**src/rtl/req_grant_arbiter.sv**
```systemverilog
// Registered N-way arbiter: highest-index or rotating priority, hold-while-requesting,
// forced handover when an owner reaches the hold limit and someone else is waiting.
module req_grant_arbiter #(
  parameter int unsigned N        = 4,
  parameter int unsigned IDX_W    = 2,
  parameter int unsigned MAX_HOLD = 8,
  parameter int unsigned RR       = 0
) (
  input  logic             clk,
  input  logic             rst_n,
  input  logic [N-1:0]     req,
  output logic [N-1:0]     grant,
  output logic [IDX_W-1:0] grant_idx,
  output logic             grant_valid,
  output logic             zero,
  output logic             preempt
);

  localparam int unsigned HOLD_W = (MAX_HOLD > 1) ? $clog2(MAX_HOLD) : 1;
  localparam logic [HOLD_W-1:0] HOLD_LAST = HOLD_W'(MAX_HOLD - 1);

  typedef enum logic {IDLE = 1'b0, BUSY = 1'b1} state_t;

  state_t            state;
  logic [HOLD_W-1:0] hold_cnt;
  logic [IDX_W-1:0]  last_idx;

  logic              owner_req;
  logic              expiry;
  logic [N-1:0]      sel_mask;
  logic              pick_found;
  logic [IDX_W-1:0]  pick_idx;

  // Winner selection; on expiry the current owner is masked out so a waiter can take over
  always_comb begin
    owner_req  = (state == BUSY) && req[grant_idx];
    expiry     = owner_req && (hold_cnt == HOLD_LAST);
    sel_mask   = owner_req ? (req & ~grant) : req;
    pick_found = 1'b0;
    pick_idx   = '0;
    if (RR == 0) begin
      // Ascending scan: the last set bit seen is the highest index
      for (int i = 0; i < int'(N); i++) begin
        if (sel_mask[i]) begin
          pick_found = 1'b1;
          pick_idx   = IDX_W'(i);
        end
      end
    end else begin
      // Downward scan with wrap, starting just below the previous winner
      for (int k = 0; k < int'(N); k++) begin
        if (!pick_found && sel_mask[(int'(last_idx) + 2 * int'(N) - 1 - k) % int'(N)]) begin
          pick_found = 1'b1;
          pick_idx   = IDX_W'((int'(last_idx) + 2 * int'(N) - 1 - k) % int'(N));
        end
      end
    end
  end

  // State, hold counter and registered grant outputs
  always_ff @(posedge clk or negedge rst_n) begin
    if (!rst_n) begin
      state       <= IDLE;
      hold_cnt    <= '0;
      last_idx    <= '0;
      grant       <= '0;
      grant_idx   <= '0;
      grant_valid <= 1'b0;
      zero        <= 1'b1;
      preempt     <= 1'b0;
    end else begin
      preempt <= 1'b0;
      case (state)
        IDLE: begin
          if (pick_found) begin
            state       <= BUSY;
            grant       <= N'(1) << pick_idx;
            grant_idx   <= pick_idx;
            grant_valid <= 1'b1;
            zero        <= 1'b0;
            last_idx    <= pick_idx;
            hold_cnt    <= '0;
          end
        end
        BUSY: begin
          if (owner_req && !expiry) begin
            hold_cnt <= hold_cnt + HOLD_W'(1);
          end else if (pick_found) begin
            // Release or expiry with a waiter: hand over without a dead cycle
            grant     <= N'(1) << pick_idx;
            grant_idx <= pick_idx;
            last_idx  <= pick_idx;
            hold_cnt  <= '0;
            preempt   <= expiry;
          end else if (expiry) begin
            // Nobody else waiting: owner keeps the resource, window restarts
            hold_cnt <= '0;
          end else begin
            state       <= IDLE;
            grant       <= '0;
            grant_idx   <= '0;
            grant_valid <= 1'b0;
            zero        <= 1'b1;
            hold_cnt    <= '0;
          end
        end
        default: state <= IDLE;
      endcase
    end
  end

endmodule

```
**config.mk**
```make
export PLATFORM = sky130hd
export DESIGN_NAME = req_grant_arbiter
export DESIGN_NICKNAME = d
export VERILOG_FILES = /design/src/rtl/req_grant_arbiter.sv
export SDC_FILE = /design/constraint.sdc
export NUM_CORES = 1
export LEC_CHECK = 0
export CORE_MARGIN = 1.5
export CORE_UTILIZATION = 50
export CTS_CLUSTER_SIZE = 40
export DETAILED_ROUTE_END_ITERATION = 10
export PLACE_DENSITY = 0.75
export SLEW_MARGIN = 30
export SYNTH_ARGS = -nofsm -noshare
export SYNTH_HDL_FRONTEND = slang
export SYNTH_SLANG_ARGS = --single-unit
```
**constraint.sdc**
```tcl
create_clock -name clk -period 2.3 [get_ports clk]
set_input_delay 0.575 -clock clk [delete_from_list [all_inputs] [get_ports clk]]
set_output_delay 0.575 -clock clk [all_outputs]
set_load 0.03 [all_outputs]
```
---- Word-level counts from Yosys, hierarchy flattened ----
Index checks and enable logic that the tools add are counted.
word-level totals
  word-level logic and storage cells ...... 66
  register bits after elaboration ......... 13
  output and inout port bits .............. 9
operators by class
  $add $sub $neg .......................... 1
  eq/ne operators ......................... 6
  bitwise operators ....................... 3
  shift-type cells ........................ 1
  reduce and logical (&&, ||, !) cells .... 6
  mux-type cells .......................... 41
  order comparisons ....................... 1
operator list
  kind                                                        number
  two-way mux 1 bit                                           21
  two-way mux 4 bit                                           5
  two-way mux 2 bit                                           6
  inequality test 2 bit, second input constant                4
  one-hot mux 4 bit (2 select lines)                          1
  two-way mux 3 bit                                           2
  one-hot mux 1 bit (2 select lines)                          3
  one-hot mux 3 bit (2 select lines)                          1
  AND 4 bit                                                   1
  inverter 4 bit                                              1
  one-hot mux 2 bit (2 select lines)                          1
  AND reduction 4 bit                                         1
  << shifter 1 x 2 -> 4 bit, first input constant             1
  adder 3 x 1 -> 3 bit, second input constant                 1
  == test 3 bit, second input constant                        1
  logical AND 1 bit                                           3
  less-than comparator 2 x 3 -> 1 bit, second input constant  1
  inequality test 3 x 2 -> 1 bit, second input constant       1
  AND reduction 3 bit                                         1
  binary-select mux 1 bit (select 2 bit)                      1
  logical NOT 1 bit                                           1
  inverter 1 bit                                              1

---- Logic depth before layout (Yosys ltp) ----
  word-level depth ........................ 11
  gate-level depth with buffers ........... 6

---- Worst setup path before layout ----
No wires, ideal clock.
  kind .................................... input-to-reg
  from .................................... in req[0]
  to ...................................... reg grant[3]
  library setup time ...................... 0.125 ns
  arrival time ............................ 1.844 ns
  cell stages on the path ................. 5
  path slack .............................. 0.331 ns
  path through ............................ or4_4 -> o221ai_2 -> and3_1 -> buf_6 -> mux2_4
on the way
  word-level cells in the longest chain between the ends .. 11
  elaborated cells on any way between the ends .. 24
  those cells by class .................... 3 x eq/ne; 1 x shift; 14 x mux; 1 x bitwise; 5 x reduce/logical
ends and longest elaborated chain
  item                                                                         RTL line    RTL
  start: declaration                                                           11          input logic [N-1:0] req,
  binary-select mux 1 bit (select 2 bit)                                       36          owner_req = (state == BUSY) && req[grant_idx];
  two-way mux 1 bit (implied by the code)                                      36
  logical AND 1 bit                                                            36
  two-way mux 4 bit                                                            38          sel_mask = owner_req ? (req & ~grant) : req;
  two-way mux 1 bit                                                            44          if (sel_mask[i]) begin
  two-way mux 2 bit / two-way mux 1 bit (equally long branches) (2 in series)  44
  << shifter 1 x 2 -> 4 bit / two-way mux 1 bit (equally long branches)        77, 90, 44
  two-way mux 4 bit                                                            88          end else if (pick_found) begin
  two-way mux 4 bit                                                            86          if (owner_req && !expiry) begin
  one-hot mux 4 bit (2 select lines)                                           73          case (state)
  end signal: assignment                                                       77          grant <= N'(1) << pick_idx;
  end signal: assignment                                                       90          grant <= N'(1) << pick_idx;
  end: declaration                                                             12          output logic [N-1:0] grant,
Parallel ways exist; a longest one is shown, timed or not. The select of a mux whose other input is x is not followed.
A chain may end at the register's enable or synchronous reset.

---- Worst setup path in the final report ----
  from .................................... in req[3]
  to ...................................... reg grant_idx[0]
on the way
  word-level cells in the longest chain between the ends .. 11
  elaborated cells on any way between the ends .. 23
  those cells by class .................... 3 x eq/ne; 14 x mux; 1 x bitwise; 5 x reduce/logical
ends and longest elaborated chain
  item                                     RTL line  RTL
  binary-select mux 1 bit (select 2 bit)   36
  two-way mux 1 bit (implied by the code)  36
  logical AND 1 bit                        36
  two-way mux 4 bit                        38
  two-way mux 1 bit (4 in series)          44
  two-way mux 2 bit                        88
  two-way mux 2 bit                        86
  one-hot mux 2 bit (2 select lines)       73
  end signal: assignment                   78        grant_idx <= pick_idx;
  end signal: assignment                   91        grant_idx <= pick_idx;
  end: declaration                         13        output logic [IDX_W-1:0] grant_idx,
Parallel ways exist; a longest one is shown, timed or not. The select of a mux whose other input is x is not followed.

==> summary.md <==
| Metric | Value |
|---|---|
| Global-route wire length before repair | `2.92 mm` |
| Most frequent cell after synthesis | `dfrtp_1` |
| Drt pass-1 iters | `5` |
| Initial antenna violation count | `0` |
| Synth Flop Type | `dfrtp_1` |
| Share of cells above drive strength 1 | `0.257` |
| Achievable Freq | `approximately 460 MHz` |
| Worst r2r src | `grant_idx[1]` |
| CTS clk-pin slew, worst paths | `0.08 ns` |
| Synth async-reset ratio | `1.00` |
| CTS tree | `done` |
| Post-DRT Antenna Nets | `0` |
| Root Buffer | `clkbuf_4` |
| # diodes | `0` |
| Post-Syn Area | `802 sq um` |
| GRT Resource Usage Total | `0.215` |
| Leakage | `0.462 nW` |
| Hold Path Origin | `zero` |
| Filler cells | `~110` |
| Clock Power Share | `0.111` |
| Synth Area per Inst | `10.8 sq um` |
| Num ports | `15` |
| Worst r2r path cells | `5` |
| Worst Path Max Fanout | `6` |
| Design Area, Final | `between 1000 and 1500 sq um` |
| R2r setup slk | `0.42 ns` |
| Period utilization | `0.947` |
| WL final | `1.70 mm` |
| Dpl hpwl | `1.29 mm` |
| Power share of the sequential group | `0.315` |
| Worst endpoint required time | `around 2.5 ns` |
| CTS buffer count | `3` |
| Footprint of the multi-input gates | `449 sq um` |
| Row count | `14` |
| Largest net degree at the start of global routing | `14` |
| Detailed-route via count | `a little under 700` |
| Post-CTS Setup Inserts | `0` |
| Worst hold slack | `0.489 ns` |
| Yosys top cell area share | `0.374` |
| Hold Crit Depth | `2` |
| Final hold vios | `0` |
| # DRC | `0` |
| Vias per inst | `5.90` |
| Sw frac | `0.421` |
| Least-Margin Pin Slew | `roughly 0.6 ns` |
| Wire per inst | `14.5 um` |
| Number of synthesized flops with an enable pin | `0` |
| Iter 0 DRT Violations | `17` |
| Post-Syn Nets | `82` |
| Synth top cells by count | `dfrtp_1, nand2_1, nor2b_1, nor2_1` |
| CP endpoint kind | `flop` |
| Placed cell area | `1030 sq um` |
| Clock tree buffer depth | `2` |
| Effective utilization at floorplan | `0.532` |
| Die H | `roughly 43 um` |
| Post-synth cell types | `40` |
| Hold buffer count at cts | `0` |
| CP Launch Type | `input port` |
| Critical path type | `input port to flop` |
| Number of gates resized after cts | `0` |
| Synthesis-to-layout area growth | `31.8%` |
| WHS Endpoint | `zero` |
| Seq/Total Area, Yosys | `0.407` |
| Critical Path Source | `req[3]` |
| Outcome | `completed` |
| PortBufs | `14` |
| Synth area leaders | `dfrtp_1, nor2b_1, mux2_4` |
| Internal power | `0.000740 W` |
| Routability Congestion | `0.851` |
| Largest area contributor in the netlist | `dfrtp_1` |
| Chip width | `~43 um` |
| Combinational group share of total power | `0.574` |
| Pins Over Slew Limit | `0` |
| RSZ-0062 raised after global routing | `false` |
| Vias in the first global route | `617` |
| Total die area | `1850 sq um` |
| Core ar. | `1510 sq um` |
| Mapped Cells | `74` |
| Psw | `0.000537 W` |
| Seq. cell area | `between 300 and 400 sq um` |
| YS warnings | `0` |
| Endpoints failing setup | `0` |
| Skew-Pair Late Insertion Delay | `0.27 ns` |
| #FFs+latches synth | `13` |
| Max-Cap Viols | `0` |
| Total global routing overflow | `0` |
| Htree depth | `1` |
| Period minus WS final | `2.18 ns` |
| Arrival time worst endpoint | `2.35 ns` |
| Clock skew after layout | `0.00116 ns` |
| Worst VDD drop | `685 uV` |
| Number of nets in the layout | `110` |
| Worst R2R End | `grant_idx[0]` |
| Slew margin rel. | `0.609` |
| Clk sinks | `13` |
| P per Cell Area | `1210 nW/um^2` |
| Setup TNS | `0 ns` |
| Worst Hold Class | `flop to flop` |
-- cell type report --
cell class | instances | area share
Clock inverter | 1 | 0.00473
Timing Repair Buffer | 25 | 0.211
Inverter | 3 | 0.0107
Clock buffer | 3 | 0.0213
Tap cell | 16 | 0.0189
Sequential cell | 13 | 0.309
Multi-Input combinational cell | 56 | 0.425
-- flip-flops by register name, summed over array words and instances, names as in the netlist --
signal,count
zero,1
grant_valid,1
state,1
hold_cnt,3
grant,4
grant_idx,2
preempt,1
-- layer usage --
layer,up-vias,share of wire,GRT usage
li1,344,-,-
met3,2,0.060,0.0255
met5,-,0,0
met1,323,0.49,0.331
met4,0,0.011,0.109
met2,21,0.43,0.294
-- power groups by stage --
stage	logic, W	registers [W]	clock network [W]
2_1_floorplan	0.000359	0.000514	0
3_3_place_gp	0.000723	0.000404	0
3_5_place_dp	0.000733	0.000407	0
4_1_cts	0.000734	0.000403	0.000149
5_1_grt	0.000796	0.000416	0.000163
6_report	0.000733	0.000403	0.000142
-- cell families (layout without fill, tap and decap cells) --
group / Yosys count / after routing / share of synthesized area
buffers and inverters: 5 / 32 / 0.0328
adders and majority gates: 2 / 2 / 0.0312
DFF: 13 / 13 / 0.407
muxes: 5 / 5 / 0.0858
and+or+nand+nor: 28 / 28 / 0.209
AOI/OAI and AO/OA: 21 / 21 / 0.234
-- worst max-delay path: stages --
cell and delay [ns]:
clkdlybuf4s50_1 0.52, mux2i_2 0.39, a22oi_2 0.17, and3_1 0.27
buf_4 0.17, o31a_1 0.26
-- per-stage QoR --
step	util	total power (W)	cells	worst slack, ns
floorplan	-	0.000873	74	0.331
global placement	0.684	0.00113	113	-0.122
detailed placement	0.684	0.00114	113	-0.145
CTS	0.702	0.00129	117	0.156
global route	0.702	0.00137	117	0.0461
finish	0.702	0.00128	117	0.123
-- worst max-delay path by stage --
stage / to / cells after the start
floorplan: grant[3] / 5
global placement: grant_idx[1] / 5
detailed placement: grant_idx[0] / 6
CTS: grant[3] / 5
global route: grant[0] / 6
finish: grant_idx[0] / 6
-- placed cells by master (no fill, tap or decap), types with 2 or more instances in the layout --
cell / n
mux2i_2: 2
nand4_1: 3
and3_1: 2
buf_4: 11
o31ai_1: 3
inv_1: 3
ha_1: 2
nand2b_1: 2
clkbuf_4: 3
a22o_1: 2
clkdlybuf4s50_1: 14
nor2b_1: 5
nand2_1: 5
nor2_1: 4
mux2_4: 2
dfrtp_1: 12
(Power assumes the default switching activity.)
